**config.mk**
```make
export PLATFORM = sky130hd
export DESIGN_NAME = stream_downsizer
export DESIGN_NICKNAME = d
export VERILOG_FILES = /design/src/rtl/stream_downsizer_pkg.sv /design/src/rtl/stream_downsizer_counter_param.sv /design/src/rtl/stream_downsizer.sv
export SDC_FILE = /design/constraint.sdc
export NUM_CORES = 1
export LEC_CHECK = 0
export CAP_MARGIN = 0
export CORE_ASPECT_RATIO = 1.75
export CORE_MARGIN = 3
export CORE_UTILIZATION = 52
export CTS_BUF_LIST = sky130_fd_sc_hd__clkbuf_8
export DETAILED_ROUTE_END_ITERATION = 12
export HOLD_SLACK_MARGIN = 0.06
export PLACE_DENSITY = 0.86
export SYNTH_ARGS = -nofsm -noshare
export SYNTH_HDL_FRONTEND = slang
export SYNTH_HIERARCHICAL = 1
export SYNTH_SLANG_ARGS = --single-unit
```
**constraint.sdc**
```tcl
create_clock -name clk_i -period 2.62 [get_ports clk_i]
set_clock_uncertainty 0.15 [all_clocks]
set_input_delay 0.524 -clock clk_i [delete_from_list [all_inputs] [get_ports clk_i]]
set_output_delay 0.524 -clock clk_i [all_outputs]
set_load 0.005 [all_outputs]
```
**src/rtl/stream_downsizer_pkg.sv**
```systemverilog
// Shared definitions for the stream downsizer.
//   state_e  : FSM state encoding (IDLE, SEND)
//   log2ceil : ceiling log2 used to size the beat counter
package stream_downsizer_pkg;

  typedef enum logic {
    IDLE = 1'b0,
    SEND = 1'b1
  } state_e;

  // Smallest r with 2**r >= n (0 for n <= 1); constant-bounded loop.
  function automatic int unsigned log2ceil(input int unsigned n);
    int unsigned r;
    r = 0;
    for (int unsigned i = 0; i < 32; i++) begin
      if ((32'd1 << i) < n) r = i + 1;
    end
    return r;
  endfunction

endpackage

```
**src/rtl/stream_downsizer_counter_param.sv**
```systemverilog
// Free-running beat counter with increment enable; wraps naturally at 2**WIDTH.
//   clk_i  : clock
//   rst_ni : asynchronous active-low reset, clears the count
//   inc_i  : advance the count by one this cycle
//   cnt_o  : current count
module stream_downsizer_counter_param #(
  parameter int unsigned WIDTH = 2
) (
  input  logic             clk_i,
  input  logic             rst_ni,
  input  logic             inc_i,
  output logic [WIDTH-1:0] cnt_o
);

  logic [WIDTH-1:0] cnt_q;
  logic [WIDTH-1:0] cnt_d;

  always_comb begin
    cnt_d = cnt_q;
    if (inc_i) cnt_d = cnt_q + WIDTH'(1);
  end

  always_ff @(posedge clk_i or negedge rst_ni) begin
    if (!rst_ni) cnt_q <= '0;
    else         cnt_q <= cnt_d;
  end

  assign cnt_o = cnt_q;

endmodule

```
**src/rtl/stream_downsizer.sv**
```systemverilog
// Splits each IN_WIDTH input word into RATIO = IN_WIDTH/OUT_WIDTH output beats,
// least-significant beat first, flagging the final beat with m_last_o.
//   clk_i, rst_i            : clock, asynchronous active-high reset
//   s_valid_i/s_data_i      : offered input word
//   s_ready_o               : word accepted this cycle (combinational)
//   m_valid_o/m_data_o      : presented output beat (combinational from state)
//   m_last_o                : final beat of the current word
//   m_ready_i               : downstream takes the beat
module stream_downsizer
  import stream_downsizer_pkg::*;
#(
  parameter int unsigned IN_WIDTH  = 32,
  parameter int unsigned OUT_WIDTH = 8
) (
  input  logic                 clk_i,
  input  logic                 rst_i,
  input  logic                 s_valid_i,
  input  logic [IN_WIDTH-1:0]  s_data_i,
  output logic                 s_ready_o,
  output logic                 m_valid_o,
  output logic [OUT_WIDTH-1:0] m_data_o,
  output logic                 m_last_o,
  input  logic                 m_ready_i
);

  localparam int unsigned RATIO = IN_WIDTH / OUT_WIDTH;
  localparam int unsigned CNT_W = log2ceil(RATIO);

  // Reject ratios that are not an exact power of two of at least 2.
  if ((IN_WIDTH % OUT_WIDTH) != 0 || RATIO < 2 || (RATIO & (RATIO - 1)) != 0) begin : g_bad_ratio
    $error("stream_downsizer: IN_WIDTH/OUT_WIDTH must be a power of two >= 2");
  end

  state_e               state_q;
  state_e               state_d;
  logic [IN_WIDTH-1:0]  hold_q;
  logic [IN_WIDTH-1:0]  hold_d;
  logic [CNT_W-1:0]     cnt_q;

  logic                 in_send_c;
  logic                 last_c;
  logic                 m_hs_c;
  logic                 s_hs_c;
  logic [RATIO-1:0][OUT_WIDTH-1:0] beats_c;

  // Beat counter; cleared by reset, advanced by every output handshake.
  stream_downsizer_counter_param #(
    .WIDTH (CNT_W)
  ) u_cnt (
    .clk_i  (clk_i),
    .rst_ni (~rst_i),
    .inc_i  (m_hs_c),
    .cnt_o  (cnt_q)
  );

  // Output and ready decode; s_ready in SEND frees the hold register as the last beat leaves.
  always_comb begin
    beats_c   = hold_q;
    in_send_c = (state_q == SEND);
    last_c    = in_send_c && (cnt_q == CNT_W'(RATIO - 1));
    m_valid_o = in_send_c;
    m_last_o  = last_c;
    m_data_o  = in_send_c ? beats_c[cnt_q] : '0;
    s_ready_o = in_send_c ? (last_c && m_ready_i) : 1'b1;
    m_hs_c    = in_send_c && m_ready_i;
    s_hs_c    = s_valid_i && s_ready_o;
  end

  // Next state; a new word can only arrive in SEND together with the last-beat handshake.
  always_comb begin
    state_d = state_q;
    hold_d  = hold_q;
    unique case (state_q)
      IDLE: begin
        if (s_hs_c) begin
          state_d = SEND;
          hold_d  = s_data_i;
        end
      end
      SEND: begin
        if (m_hs_c && last_c) begin
          if (s_hs_c) hold_d  = s_data_i;
          else        state_d = IDLE;
        end
      end
      default: state_d = IDLE;
    endcase
  end

  // State and hold registers.
  always_ff @(posedge clk_i or posedge rst_i) begin
    if (rst_i) begin
      state_q <= IDLE;
      hold_q  <= '0;
    end else begin
      state_q <= state_d;
      hold_q  <= hold_d;
    end
  end

endmodule

```
==> summary.txt <==
Floorplanning
  • I/O pin count: 47
  • Starting density of the core: 55.2%
  • Total die area: ~0.0039 mm2
  • Width of the die: slightly below 50 um
  • Die height: 80.1 um
  • FP Rows: 26
  • Core Box Area: 0.00296 mm2

Critical path
  • Worst path max stage delay: between 0.5 and 0.6 ns
  • Crit Path Class: reg -> out
  • Reg2reg path depth: 5
  • FF-to-FF setup slack: ~0.90 ns
  • Critical path's slowest cell: mux4_1
  • CP Capture Type: output pin
  • Worst Setup Start Kind: flip-flop
  • Critical R2R Capture: beats_c[28]$_DFFE_PP0P_
  • Worst-path fanout max: 6
  • Required time of the critical path: around 2.0 ns
  • CP cell instances: buf_12 -> buf_4 -> mux4_1 -> and2_1 -> dlygate4sd2_1
  • Crit path DAT: 1.86 ns
  • Reg2reg start: u_cnt/cnt_o[0]$_DFFE_PN0P_

Routing
  • Avg WL per Cell: 15.8 um
  • Initial drt markers: 7
  • Total Wirelength: 3150 um
  • TritonRoute pass-1 iters: 3
  • DR DRC count: 0
  • DRT antenna net count: 0
  • Total number of vias: 1023
  • Via density: about 5

Clocking
  • Cts hold-fix bufs: 0
  • Clock Pin Slew Worst Setup and Hold Paths: roughly 0.060 ns
  • Number of CTS-inserted buffers: 5
  • Root buf cell: clkbuf_8
  • Clock Latency Late Sink: ~0.28 ns
  • Max Buffers Root-to-Sink: 2
  • Clock sink count: 35
  • CTS tree: built
  • H-tree Lvls: 2

Final layout
  • Commonest non-fill, non-tap cells in the layout: clkdlybuf4s50_1 (39), dfrtp_1 (34), mux2_2 (32), and2_1 (8), buf_4 (8)
  • Most common cell after layout, fill and taps aside: clkdlybuf4s50_1
  • Final #Nets: 192
  • Area of the multi-input gates: 684 um2
  • Fraction of final layout cells sized beyond drive strength 1: 36.9%
  • Layout Cells excl Fill: 199
  • ANT cells: 0
  • Final Instance Area: 0.00227 mm2
  • Fin util: roughly three quarters
  • FF+latch area: 877 um2
  • Area growth syn-to-layout: 38.9%
  • Fill cells: 194

Timing
  • Slew Limit Fails: 0
  • Final Hold Vio Count: 0
  • Setup Viol. Count Final: 0
  • Fmax: 395 MHz
  • Fin crit period: 2.53 ns
  • Fin crit share: around 97%
  • Worst Tran Pin Value: 0.431 ns
  • Setup slack after layout: around 0.090 ns
  • Worst rel slew slack: 71.3%
  • Unrepaired setup endpoints after global routing: false

Synth
  • YS warnings: 6
  • Synthesis-stage register bit count: 35
  • Async S/R FF share, synth: 100%
  • Register area share after synthesis: 53.6%
  • Netlist cell types: 15
  • Post-synth EDFFs: 0
  • Syn Area/Cell: approximately 16 um2
  • Main synth FF type: dfrtp_1
  • Post-synthesis net count: 135
  • Mapped Area: between 0.0015 and 0.002 mm2
  • Mapped Cells: 99

Placement
  • Hpwl dp: ~2300 um
  • Port bufs: 46
  • Gpl congestion: 0.762
  • Dpl ws: 0.163 ns
  • Post-Place Cell Area: 0.00214 mm2
  • Cells after DPL: 187

Power and ir drop
  • Clock network fraction of total power: 15.9%
  • Power density over the cells: 1130 mW/mm2
  • Worst vdd rail ir drop: 0.609 mV
  • Total power: roughly 2600 uW
  • Sw Ratio: about a quarter
  • Leakage: about 0.00098 uW
  • Sw Pwr: 685 uW
  • Sequential share of power: 38.3%
  • Int Pwr: around 1900 uW
  • Comb power frac: a little under half

GRT
  • Largest net degree at the start of global routing: 36
  • Antenna violations before repair: 0
  • Gr ovfl total: 0
  • Global Route Usage Sum: between 10% and 20%
  • First-pass GRT wire length: 5240 um
  • Vias in the first global route: 1115

Flow run
  • Max Cap Viol: 0

Worst hold path
  • Hold Crit Start: beats_c[10]$_DFFE_PP0P_
  • Hold Path Stages: 1
  • Hold WC Path Type: reg -> reg
  • Hold EP: beats_c[10]$_DFFE_PP0P_

Outcome
  • Outcome: completed
layout make-up:
class | instances | share of cell area, %
clock buffer | 7 | 4.25
multi-input combinational | 57 | 30.2
sequential | 35 | 38.7
inverter | 1 | 0.165
tap | 42 | 2.32
clock inverter | 1 | 0.165
timing repair buffer | 56 | 24.3
critical path: cells and delay by family, from the launching register on:
family                 cells  cell delay, ns
buffers and inverters      3            0.49
flip-flops                 1            0.40
multiplexers               1            0.52
AND/OR/NAND/NOR            1            0.16
synthesized netlist by cell type, types with 2 or more instances:
| cell type | instances | area, um2 |
|---|---|---|
| and2_1 | 9 | 56.3 |
| mux4_1 | 6 | 158 |
| mux4_2 | 2 | 45.0 |
| nand2_1 | 2 | 7.51 |
| mux2_2 | 32 | 360 |
| buf_6 | 5 | 56.3 |
| dfrtp_1 | 35 | 876 |
stage by stage:
stage          hold WS, ns  TNS (ns)
6_report             0.347         0
5_1_grt              0.370         0
4_1_cts              0.352   -0.0149
3_5_place_dp         0.337         0
3_3_place_gp         0.332         0
2_1_floorplan        0.317         0
power by group through the flow:
stage | combinational (uW) | sequential (uW) | clock, uW
2_1_floorplan | 772 | 912 | 0
3_3_place_gp | 1160 | 964 | 0
3_5_place_dp | 1190 | 987 | 0
4_1_cts | 1160 | 980 | 424
5_1_grt | 1280 | 1020 | 444
6_report | 1180 | 984 | 408
sequential cells by signal, summed over array words and instances (netlist names):
signal and flops:
u_cnt/cnt_o 2, m_valid_o 1, beats_c 32
cell families after synthesis:
kind of cell | count (synthesis) | share of synthesized area, %
muxes | 40 | 34.5
DFF | 35 | 53.6
and+or+nand+nor | 14 | 5.75
buffers and inverters | 7 | 3.91
xor gates and xnor gates | 2 | 1.07
AOI/OAI and AO/OA | 1 | 1.15
timing repair:
action / 4_1_cts / 5_1_grt
resized for setup: 6 / 7
endpoints found under the setup margin: 6 / 5
buffers inserted: 2 / 2
pin swaps: 0 / 0
layer usage:
layer | vias to the layer above | GRT usage (%) | part of all wire [%]
li1 | 467 | - | -
met4 | 0 | 7.98 | 1.5
met5 | - | 0 | 0
met1 | 523 | 19.6 | 36
met2 | 29 | 33.6 | 58
met3 | 4 | 4.45 | 4.3
worst max path at each step:
stage	start	slack, ns	cells after the start	end
5_1_grt	u_cnt/cnt_o[0]$_DFFE_PN0P_	0.02	5	m_data_o[2]
2_1_floorplan	u_cnt/cnt_o[0]$_DFFE_PN0P_	0.72	3	m_data_o[1]
6_report	u_cnt/cnt_o[0]$_DFFE_PN0P_	0.09	5	m_data_o[2]
4_1_cts	u_cnt/cnt_o[0]$_DFFE_PN0P_	-0.01	4	m_data_o[6]
3_3_place_gp	m_ready_i	0.20	4	s_ready_o
3_5_place_dp	m_ready_i	0.16	4	s_ready_o
Note: power is estimated with default switching activity, not from simulation.
